File: config.mk
export PLATFORM = sky130hd
export DESIGN_NAME = instruction_encoder
export DESIGN_NICKNAME = d
export VERILOG_FILES = /design/src/rtl/instruction_encoder.sv
export SDC_FILE = /design/constraint.sdc
export NUM_CORES = 1
export LEC_CHECK = 0
export ABC_AREA = 1
export CAP_MARGIN = 20
export CORE_MARGIN = 2
export CORE_UTILIZATION = 35
export CTS_CLUSTER_DIAMETER = 30
export CTS_CLUSTER_SIZE = 12
export DETAILED_ROUTE_END_ITERATION = 10
export MAX_ROUTING_LAYER = met4
export PLACE_DENSITY = 0.72
export SYNTH_ARGS = -nofsm -noshare
export SYNTH_HDL_FRONTEND = slang
export SYNTH_SLANG_ARGS = --single-unit
File: constraint.sdc
create_clock -name clk -period 3.2 [get_ports clk]
set_input_delay 0.8 -clock clk [delete_from_list [all_inputs] [get_ports clk]]
set_output_delay 0.8 -clock clk [all_outputs]
set_load 0.01 [all_outputs]
File: src/rtl/instruction_encoder.sv
// instruction_encoder: packs I/S/B field requests into RISC-V words and
// streams them into instruction memory. Range checks: INSTRUCTION_ENCODER_RANGE_CHECK_EN.
module instruction_encoder #(
  parameter int ADDR_WIDTH = 8
) (
  input  logic                  clk,
  input  logic                  reset,
  input  logic                  in_valid,
  output logic                  in_ready,
  input  logic [1:0]            in_fmt,
  input  logic                  in_kind,
  input  logic [2:0]            in_funct3,
  input  logic [4:0]            in_rd,
  input  logic [4:0]            in_rs1,
  input  logic [4:0]            in_rs2,
  input  logic [63:0]           in_imm,
  input  logic                  clear_err,
  input  logic                  flush,
  output logic                  mem_we,
  output logic [ADDR_WIDTH-1:0] mem_addr,
  output logic [31:0]           mem_wdata,
  output logic                  full,
  output logic                  err,
  output logic [1:0]            err_code
);

`ifdef INSTRUCTION_ENCODER_RANGE_CHECK_EN
  localparam int IMM_W = 64;
`else
  // Only the field bits survive truncation.
  localparam int IMM_W = 13;
`endif

  localparam logic [6:0] OP_LOAD   = 7'b0000011;
  localparam logic [6:0] OP_ADDI   = 7'b0010011;
  localparam logic [6:0] OP_STORE  = 7'b0100011;
  localparam logic [6:0] OP_BRANCH = 7'b1100011;

  localparam logic [1:0] FMT_I = 2'b00;
  localparam logic [1:0] FMT_S = 2'b01;
  localparam logic [1:0] FMT_B = 2'b10;
  localparam logic [1:0] FMT_R = 2'b11;

  localparam logic [1:0] E_NONE  = 2'b00;
  localparam logic [1:0] E_RANGE = 2'b01;
  localparam logic [1:0] E_ODD   = 2'b10;
  localparam logic [1:0] E_FMT   = 2'b11;

  localparam logic [ADDR_WIDTH-1:0] PTR_STEP =
    ADDR_WIDTH'(4);
  localparam logic [ADDR_WIDTH-1:0] PTR_LAST =
    ~ADDR_WIDTH'(3);

  typedef enum logic [1:0] {
    IDLE,
    ENCODE,
    WRITE,
    ERROR
  } state_t;

  typedef struct packed {
    logic [1:0]       fmt;
    logic             kind;
    logic [2:0]       funct3;
    logic [4:0]       rd;
    logic [4:0]       rs1;
    logic [4:0]       rs2;
    logic [IMM_W-1:0] imm;
  } req_t;

  state_t                  state_q, state_n;
  req_t                    req_q, req_n;
  logic [ADDR_WIDTH-1:0]   ptr_q, ptr_n;
  logic                    full_q, full_n;
  logic                    err_q, err_n;
  logic                    we_q, we_n;
  logic [1:0]              code_q, code_n;
  logic [31:0]             wdata_q, wdata_n;
  logic [31:0]             word;
  logic [1:0]              chk_code;
  logic                    is_i, is_s, is_b, is_r;

`ifdef INSTRUCTION_ENCODER_RANGE_CHECK_EN
  logic fits_is, fits_b;

  assign fits_is = (&req_q.imm[63:11])
                 | ~(|req_q.imm[63:11]);
  assign fits_b  = (&req_q.imm[63:12])
                 | ~(|req_q.imm[63:12]);
`else
  logic unused_imm;

  assign unused_imm = ^in_imm[63:IMM_W];
`endif

  assign is_i = req_q.fmt == FMT_I;
  assign is_s = req_q.fmt == FMT_S;
  assign is_b = req_q.fmt == FMT_B;
  assign is_r = req_q.fmt == FMT_R;

  always_comb begin
    word = '0;
    unique case (1'b1)
      is_i: word = {
        req_q.imm[11:0], req_q.rs1,
        req_q.funct3, req_q.rd,
        req_q.kind ? OP_ADDI : OP_LOAD
      };
      is_s: word = {
        req_q.imm[11:5], req_q.rs2,
        req_q.rs1, req_q.funct3,
        req_q.imm[4:0], OP_STORE
      };
      is_b: word = {
        req_q.imm[12], req_q.imm[10:5],
        req_q.rs2, req_q.rs1,
        req_q.funct3, req_q.imm[4:1],
        req_q.imm[11], OP_BRANCH
      };
      is_r: word = '0;
      default: word = '0;
    endcase
  end

  // First failing check wins.
  always_comb begin
    chk_code = E_NONE;
    if (is_r)
      chk_code = E_FMT;
`ifdef INSTRUCTION_ENCODER_RANGE_CHECK_EN
    else if (is_b && req_q.imm[0])
      chk_code = E_ODD;
    else if (!is_b && !fits_is)
      chk_code = E_RANGE;
    else if (is_b && !fits_b)
      chk_code = E_RANGE;
`endif
  end

  always_comb begin
    state_n = state_q;
    req_n   = req_q;
    ptr_n   = ptr_q;
    full_n  = full_q;
    err_n   = err_q;
    code_n  = code_q;
    wdata_n = wdata_q;
    we_n    = 1'b0;
    if (flush) begin
      state_n = IDLE;
      ptr_n   = '0;
      full_n  = 1'b0;
      err_n   = 1'b0;
      code_n  = E_NONE;
    end else begin
      unique case (state_q)
        IDLE: begin
          if (in_valid && in_ready) begin
            req_n.fmt    = in_fmt;
            req_n.kind   = in_kind;
            req_n.funct3 = in_funct3;
            req_n.rd     = in_rd;
            req_n.rs1    = in_rs1;
            req_n.rs2    = in_rs2;
            req_n.imm    = in_imm[IMM_W-1:0];
            state_n      = ENCODE;
          end
        end
        ENCODE: begin
          wdata_n = word;
          if (chk_code == E_NONE) begin
            we_n    = 1'b1;
            state_n = WRITE;
          end else begin
            err_n   = 1'b1;
            code_n  = chk_code;
            state_n = ERROR;
          end
        end
        WRITE: begin
          ptr_n   = ptr_q + PTR_STEP;
          state_n = IDLE;
          if (ptr_q == PTR_LAST)
            full_n = 1'b1;
        end
        ERROR: begin
          if (clear_err) begin
            err_n   = 1'b0;
            code_n  = E_NONE;
            state_n = IDLE;
          end
        end
        default: state_n = IDLE;
      endcase
    end
  end

  always_ff @(posedge clk or posedge reset) begin
    if (reset) begin
      state_q <= IDLE;
      req_q   <= '0;
      ptr_q   <= '0;
      full_q  <= 1'b0;
      err_q   <= 1'b0;
      code_q  <= E_NONE;
      wdata_q <= '0;
      we_q    <= 1'b0;
    end else begin
      state_q <= state_n;
      req_q   <= req_n;
      ptr_q   <= ptr_n;
      full_q  <= full_n;
      err_q   <= err_n;
      code_q  <= code_n;
      wdata_q <= wdata_n;
      we_q    <= we_n;
    end
  end

  // A flush landing in WRITE suppresses that cycle's strobe.
  assign mem_we    = we_q & ~flush;
  assign in_ready  = (state_q == IDLE) & ~full_q;
  assign mem_addr  = ptr_q;
  assign mem_wdata = wdata_q;
  assign full      = full_q;
  assign err       = err_q;
  assign err_code  = code_q;

endmodule

==> impl_results.md, run 1 <==
- Critical path capture point type: output port
- WP buf/inv: 2
- CTS Buf Count: 9
- Max Slew Vio Count: 0
- CTS H-Tree Depth: 3
- Tcrit/Tclk final: 83.3%
- Share of layout cells above drive strength 1: 6.86%
- Core footprint: 9280 µm²
- CTS tree: built
- RSZ-0062 raised after global routing: no
- Slew @ Worst Pin: ~650 ps
- Combinational share of power: 31.4%
- Synth warnings: 0
- Worst Hold Launch: mem_wdata[25]
- Internal: 0.00227 W
- Final min period: 2670 ps
- Syn Std Cell Area: 3350 µm²
- Yosys reg bits: 75
- Sequential share of power: a little over two fifths
- Most used cell, CP: clkdlybuf4s50_1
- # resized after CTS: 0
- Clock power share: 26.1%
- R2r startpoint: req_q[32]
- Detailed router's first-iteration violation count: 110
- Post-CTS Setup Bufs: 0
- Area Growth Syn to Fin: 32.5%
- CP Launch Point: flush
- CP max stage delay: 540 ps
- Crit-path cells: clkdlybuf4s50_1 -> nor2_1 -> clkdlybuf4s50_1
- Sequential element share of the synthesized area: 56.0%
- Critical path launch point type: input port
- Fillcell total: 918
- Post-route ant nets: 0
- Vias per std cell: 4.74
- I/O pins: roughly 140
- N_diodes: 0
- Drt wl/cell: 13.4 µm
- CP top delay family: buffers and inverters
- Net Switching: about 0.0011 W
- Worst-path clk slew: around 80 ps
- Status: finished clean
- Vias: roughly 2800
- Max Root-Sink Buffers: 2
- DRT Pass-1 Iters: 4
- Worst skew pair latency: between 300 and 400 ps
- Pleak: 2.12 nW
- CP Data Arrival Time: 1870 ps
- Pwr dens: around 750 nW/µm²
- Initial Util: 36.1%
- Hold-fix buffers, CTS: 0
- Final wirelength: between 7 and 8 mm
- Syn Area/Cell: 8.96 µm²
- Clk root buf: clkbuf_8
- Max Freq: 0.375 GHz
- Die ar.: 10400 µm²
- CTS Sinks: 75
- Main area contributors after synthesis: dfrtp_1 (56%), nand2_1 (15%), o21ai_0 (5.8%), nand3_1 (3.3%), ha_1 (3.0%)
- Final core occ: around 48%
- Critical path required time: 2400 ps
- CP Class: input port to output port
- CP Max Fanout: 2
- Area leader, netlist: dfrtp_1
- Die Y: 102 µm
- Antenna violations before repair: 0
- Max Cap Violations: 0
- Yosys cell types: 26
- Routability cong.: 0.795
- Dpl hpwl: 5.31 mm
- Post-route DRC: 0
- Worst rel slew slack: between 50% and 60%
- GR Util All Layers: 16.4%
- CP max-delay cell: clkdlybuf4s50_1
- Max VDD drop: 0.302 mV
- Clk_skew: 9.58 ps
- Row count: 35
- Min-delay worst type: register to register
- Vias in the first global route: between 2000 and 3000
- Sw frac: between 30% and 40%
- Global-route wire length before repair: 12.9 mm
- GR Overflow Total: 0
- Final Setup Violations: 0
- Die Wd: 102 µm
- IO buf count: 80
- Fin nets: 545
- Hold Violations, Final: 0
- Largest net degree at the start of global routing: 43
- TNS Setup: 0 ps
- Syn Inst Count: 374
- Post-synth top area share: 56.0%
-- worst register-to-register path, stage by stage (launching register included) --
cell and delay [ps]:
dfrtp_1 430, inv_1 130, ha_1 480, inv_1 140, nand3_1 530, nand3_1 160, nand2_1 80
-- layer usage --
layer	up-vias	part of all wire, %	GRT usage, %
met5	-	0	-
met4	0	1.1	4.92
met3	12	4.7	3.42
met2	66	49	26.8
met1	1332	45	20.6
li1	1343	-	-
-- Yosys cell counts, drive strengths merged --
cell / n
o21ai: 48
nor3: 3
a21oi: 3
a22oi: 10
nor2: 11
buf: 16
o21a: 2
clkbuf: 8
conb: 1
nand4: 3
ha: 8
dfrtp: 75
inv: 19
nand3: 22
nand2: 145
-- state kept, by name, indices dropped and copies added, names as in the netlist --
register,count
req_q,34
mem_wdata,29
mem_addr,6
state_q,2
err,1
err_code,1
full,1
we_q,1
-- power by group through the flow --
stage	registers [W]	logic, W	clock network [W]
6_report	0.00142	0.00105	0.000874
5_1_grt	0.00147	0.00118	0.000938
4_1_cts	0.00143	0.00107	0.000894
3_5_place_dp	0.00144	0.00106	0
3_3_place_gp	0.00143	0.00104	0
2_1_floorplan	0.00147	0.000498	0
-- path summary, 6_finish.rpt --
kind	end	slack (ps)	cells after the start
setup / recovery	mem_we	530	3
hold / removal	mem_wdata[25]	480	2
setup reg to reg	mem_wdata[15]	1190	6
hold reg to reg	mem_wdata[25]	480	2
max in group asynchronous	req_q[7]	1720	3
min in group asynchronous	err_code[0]	850	2
-- per-stage QoR --
stage	std cells	hold slack [ps]	total power (W)	worst slack (ps)	instance area (µm²)
after floorplan	377	462	0.00197	490	3360
after detailed placement	565	465	0.00250	376	4200
after CTS	581	486	0.00339	526	4440
final	581	482	0.00335	534	4440
after global routing	581	514	0.00359	501	4440
after global placement	565	460	0.00247	390	4200
-- layout by cell type, fill, tap and decap left out --
master,Yosys,routed
nor2_2,1,1
inv_1,18,17
nand2_4,1,1
a21oi_1,3,3
clkdlybuf4s50_1,0,80
clkinv_2,0,1
buf_4,7,2
nand2_1,138,138
nor2_4,1,1
nor3_1,2,2
nand4_1,3,3
buf_12,1,1
clkbuf_8,0,9
ha_1,8,8
o21ai_0,39,39
nand3_1,22,22
nor2_1,8,8
nand2_2,6,6
dfrtp_1,75,75
o21a_1,2,2
o21ai_1,9,9
clkinv_4,0,1
inv_2,1,1
a22oi_1,10,10
clkinvlp_4,0,2
conb_1,1,4
clkbuf_1,8,1
nor2_8,1,1
nor3_4,1,1
bufinv_16,0,3
-- logic make-up (layout without fill, tap and decap cells) --
| logic type | Yosys count | count (layout) | share of synthesized area, % |
|---|---|---|---|
| compound gates | 63 | 63 | 10.3 |
| fa+ha+maj | 8 | 8 | 2.99 |
| buf+inv | 43 | 118 | 6.99 |
| flops | 75 | 75 | 56.0 |
| other cells | 1 | 4 | 0.112 |
| simple gates | 184 | 184 | 23.6 |
-- area by class of cell --
cell class                      count  area [µm²]  area share (%)
Multi-Input combinational cell    259        1250            28.2
Tap cell                          129         161            3.64
Inverter                           19        72.6            1.64
Clock buffer                       10         128            2.88
Timing Repair Buffer               83         836            18.8
Clock inverter                      6         114            2.57
Sequential cell                    75        1880            42.3
No activity file was read; power rests on OpenSTA's default activity.
==> inputs of run 2 (changes only) <==
PLACE_DENSITY = 0.75   (was 0.72)
clock period = 2.4 ns   (was 3.2 ns; I/O delays follow)
==> run 2 against run 1 <==
Effect of this change: die area unchanged; combinational power grew 35%; largest power group unchanged; largest cell class unchanged; highest routed layer unchanged; register-to-register slack worse by 680 ps; critical endpoint unchanged.
==> impl_results.md, run 2 (synthesis gave the netlist of run 1 again) <==
- Status: finished clean
- Max VDD drop: 0.490 mV
- Gr busiest metal: met2
- Share of layout cells above drive strength 1: 8.10%
- GR Util All Layers: between 10% and 20%
- Hold Violations, Final: 0
- CP Max Fanout: 2
- CTS H-Tree Depth: 3
- Fillcell total: 919
- Worst skew pair latency: 330 ps
- # resized after CTS: 0
- Tcrit/Tclk final: 94.8%
- Final Setup Violations: 0
- Clk root buf: clkbuf_8
- Initial Util: 36.1%
- Max Slew Vio Count: 0
- Drt wl/cell: 13.3 µm
- Global-route wire length before repair: around 13 mm
- Most frequent cells in the layout: nand2_1 (138), clkdlybuf4s50_1 (80), dfrtp_1 (75)
- Met1 GRT Util: a little over a fifth
- Hold-fix buffers, CTS: 0
- GR Overflow Total: 0
- Crit-path cells: clkdlybuf4s50_1 -> nor2_1 -> clkdlybuf4s50_1
- CP Class: input port to output port
- Most used cell, CP: clkdlybuf4s50_1
- Final core occ: 48.2%
- Max Cap Violations: 0
- I/O pins: 136
- WHS: 485 ps
- Fin nets: 550
- RSZ-0062 raised after global routing: no
- Vias: 2751
- Routability cong.: 0.761
- Internal: between 0.002 and 0.003 W
- DRT Pass-1 Iters: 5
- TNS Setup: 0 ps
- Post-CTS Setup Bufs: 0
- Most flop-heavy register: req_q
- Net Switching: approximately 0.0014 W
- Row count: 35
- N_diodes: 0
- Slew @ Worst Pin: a little over 600 ps
- CTS Sinks: 75
- Most common cell after layout, fill and taps aside: nand2_1
- IO buf count: 80
- CP max-delay cell: clkdlybuf4s50_1
- CTS tree: built
- Area Growth Syn to Fin: 33.6%
- Min-delay worst type: register to register
- Max Freq: 0.439 GHz
- Sequential share of power: 43.1%
- Largest register FFs: 34
- Critical path capture point type: output port
- Max Root-Sink Buffers: 2
- Largest net degree at the start of global routing: 38
- Worst rel slew slack: 59.1%
- Worst-path clk slew: 80 ps
- CTS Buf Count: 9
- Die Wd: 102 µm
- Post-layout power: 0.00441 W
- Vias per std cell: 4.69
- Detailed router's first-iteration violation count: 213
- Combinational share of power: approximately 32%
- M3 GR Usage: 4.72%
- Critical path required time: 1800 ps
- Vias in the first global route: 2678
- Antenna violations before repair: 0
- CP Data Arrival Time: approximately 1700 ps
- Die Y: 102 µm
- Clock power share: 24.6%
- GR Util met2: 25.9%
- Post-route DRC: 0
- Clk_skew: 6.35 ps
- Final min period: 2280 ps
- Sw frac: ~32%
- Dpl hpwl: 5.40 mm
- CP max stage delay: 530 ps
- Pleak: 2.15 nW
- Die ar.: 10400 µm²
- Critical path launch point type: input port
- Post-route ant nets: 0
- Pwr dens: about 1000 nW/µm²
- Core footprint: 9280 µm²
- Final wirelength: between 7 and 8 mm
[run 2: changes by cell type in the layout (fill, tap and decap cells not counted)]
cell        change
clkinv_4        -1
clkbuf_1        -1
clkinv_2        +2
buf_12          +1
bufinv_16       -1
clkbuf_8        +2
clkinvlp_4      -1
buf_4           +4
[run 2: final timing paths]
kind                                from            end  slack, ps  cells past startpoint
setup / recovery                   flush         mem_we        120                      3
hold / removal             mem_wdata[25]  mem_wdata[25]        480                      2
setup reg to reg               req_q[32]  mem_wdata[26]        510                      7
hold reg to reg            mem_wdata[25]  mem_wdata[25]        480                      2
max in group asynchronous          reset       req_q[2]       1200                      3
min in group asynchronous          reset  mem_wdata[14]        660                      2
[run 2: area by class of cell]
class / count / area [µm²] / area share (%)
Timing Repair Buffer: 88 / 886 / 19.8
Multi-Input combinational cell: 259 / 1250 / 27.9
Tap cell: 129 / 161 / 3.61
Clock inverter: 5 / 75.1 / 1.68
Clock buffer: 11 / 151 / 3.38
Inverter: 19 / 75.1 / 1.68
Sequential cell: 75 / 1880 / 41.9
[run 2: per-stage QoR]
step	cells	setup slack [ps]	instance area [µm²]
after floorplan	377	646	3360
after global routing	586	76.7	4480
after detailed placement	570	107	4250
after global placement	570	124	4250
final	586	124	4480
after CTS	586	119	4480
[run 2: power groups by stage]
stage,logic (W),registers (W),clock network [W]
global placement,0.00140,0.00191,0
finish,0.00142,0.00190,0.00109
detailed placement,0.00145,0.00192,0
CTS,0.00145,0.00190,0.00111
floorplan,0.000664,0.00197,0
global route,0.00160,0.00195,0.00118
[run 2: worst max-delay path: cells and delay by family]
kind | cells | cell delay [ps]
buffers and inverters | 2 | 960
AND/OR/NAND/NOR | 1 | 110
[run 2: per-layer routing]
| layer | wire length (µm) | up-vias |
|---|---|---|
| li1 | - | 1357 |
| met5 | 0 | - |
| met4 | 82 | 0 |
| met1 | 3550 | 1298 |
| met2 | 3720 | 88 |
| met3 | 459 | 8 |
==> inputs of run 3 (changes only) <==
CORE_UTILIZATION = 39   (was 35)
PLACE_DENSITY = not set   (was 0.75)
PLACE_DENSITY_LB_ADDON = 0.15   (was not set)
==> run 3 against run 2 <==
Effect of this change: global-route usage grew 1.8 points; non-clock buffer count did not move; cell count is 4.1% lower; die area fell by 9.9%; fmax grew 0.32%; clock power is essentially flat; final area is 1.2% lower; largest power group unchanged.
==> impl_results.md, run 3 (synthesis gave the netlist of run 1 again) <==
- Hold-fix buffers, CTS: 0
- Pwr dens: 989 nW/µm²
- Routability cong.: about 0.85
- Post-route setup slack: 132 ps
- CP top delay family: buffers and inverters
- Initial Util: 40.6%
- Most frequent cells in the layout: nand2_1 (138), clkdlybuf4s50_1 (80), dfrtp_1 (75)
- Min-delay worst type: register to register
- TNS Setup: 0 ps
- Hold Violations, Final: 0
- CTS tree: built
- Core footprint: 8260 µm²
- Post-route ant nets: 0
- CTS H-Tree Depth: 3
- Hold Path Stages: 2
- Max VDD drop: 0.515 mV
- Clk_skew: 8.09 ps
- Most used cell, CP: clkdlybuf4s50_1
- Max Cap Violations: 0
- CTS Sinks: 75
- R2r worst-path depth: 6
- Die ar.: 9350 µm²
- Slew @ Worst Pin: 605 ps
- Die Y: 96.7 µm
- # resized after CTS: 0
- Fillcell total: between 700 and 800
- Post-route DRC: 0
- Worst rel slew slack: 59.6%
- Drt wl/cell: 13.8 µm
- Vias in the first global route: between 2000 and 3000
- Most flop-heavy register: req_q
- Max Freq: 0.441 GHz
- Critical path required time: 1800 ps
- CP Class: input port to output port
- Tcrit/Tclk final: 94.5%
- CP Data Arrival Time: 1670 ps
- Die Wd: slightly below 100 µm
- Placed Instances: around 550
- Place WS: 121 ps
- Fin nets: 550
- Final Setup Violations: 0
- CP max-delay cell: clkdlybuf4s50_1
- WHS: 482 ps
- Crit-path cells: clkdlybuf4s50_1 -> nor2_1 -> clkdlybuf4s50_1
- Worst hold endpoint: err
- Global-route wire length before repair: 13.5 mm
- Vias per std cell: 4.88
- RSZ-0062 raised after global routing: no
- Status: finished clean
- Final wirelength: roughly 7.7 mm
- Post-CTS Setup Bufs: 0
- Vias: 2745
- Critical path launch point type: input port
- CTS Buf Count: 9
- Area Growth Syn to Fin: 32.1%
- Detailed router's first-iteration violation count: 105
- I/O pins: 136
- N_diodes: 0
- Largest net degree at the start of global routing: 65
- Final min period: 2270 ps
- Dpl hpwl: 5.16 mm
- Row count: 33
- Clk root buf: clkbuf_8
- Worst skew pair latency: 350 ps
- GR Overflow Total: 0
- Critical R2R Capture: mem_wdata[12]
- R2r startpoint: req_q[32]
- Final core occ: 53.6%
- Share of layout cells above drive strength 1: 8.10%
- Reg2reg setup slack: 630 ps
- Antenna violations before repair: 0
- Largest register FFs: 34
- Max Slew Vio Count: 0
- Pleak: 2.13 nW
- Critical path capture point type: output port
- Crit path depth: 3
- DRT Pass-1 Iters: 6
- Max Root-Sink Buffers: 2
- WP buf/inv: 2
- Worst Hold Launch: err
- CP max stage delay: 530 ps
- Worst-path clk slew: 80 ps
- CP Max Fanout: 2
- Finished Layout Cells: 562
- GR Util All Layers: 18.4%
- IO buf count: 80
- Most common cell after layout, fill and taps aside: nand2_1
==> run 3: cell count changes in the layout (fill, tap and decap cells not counted) <==
cell / previous run / this run
buf_12: 2 / 1
buf_4: 6 / 7
clkbuf_8: 11 / 9
clkinv_2: 3 / 2
clkinvlp_4: 1 / 4
==> run 3: routing by layer <==
| metal | wire (µm) | global-route usage, % | share of wire [%] | vias to the layer above |
|---|---|---|---|---|
| li1 | - | - | - | 1351 |
| met1 | 3620 | 23.9 | 47 | 1309 |
| met2 | 3680 | 28.8 | 47 | 79 |
| met3 | 347 | 3.47 | 4.5 | 6 |
| met4 | 99 | 6.83 | 1.3 | 0 |
| met5 | 0 | - | 0 | - |
==> run 3: worst max path at each step <==
stage / from / to
3_3_place_gp: flush / mem_we
6_report: flush / mem_we
2_1_floorplan: flush / mem_we
5_1_grt: flush / mem_we
3_5_place_dp: flush / mem_we
4_1_cts: flush / mem_we
==> run 3: power breakdown <==
group / switching (W) / internal, W
clock: 0.000482 / 0.000581
combinational: 0.000717 / 0.000700
sequential: 0.000239 / 0.00165
==> run 3: layout make-up <==
cell class	count	area, µm²	area share, %
multi-input combinational	259	1250	28.3
timing repair buffer	88	873	19.7
sequential	75	1880	42.4
clock buffer	9	124	2.80
tap	105	131	2.97
inverter	19	75.1	1.70
clock inverter	7	92.6	2.09
==> run 3: worst register-to-register path: cells and delay by family (launching register included) <==
kind | cells | cell delay [ps]
adders and majority gates | 1 | 250
buffers and inverters | 2 | 200
DFF | 1 | 430
and+or+nand+nor | 3 | 770
==> run 3: through the flow <==
stage | instance area (µm²) | power [W]
after detailed placement | 4210 | 0.00334
after floorplan | 3360 | 0.00263
final | 4420 | 0.00437
after global routing | 4420 | 0.00470
after CTS | 4420 | 0.00443
after global placement | 4210 | 0.00331
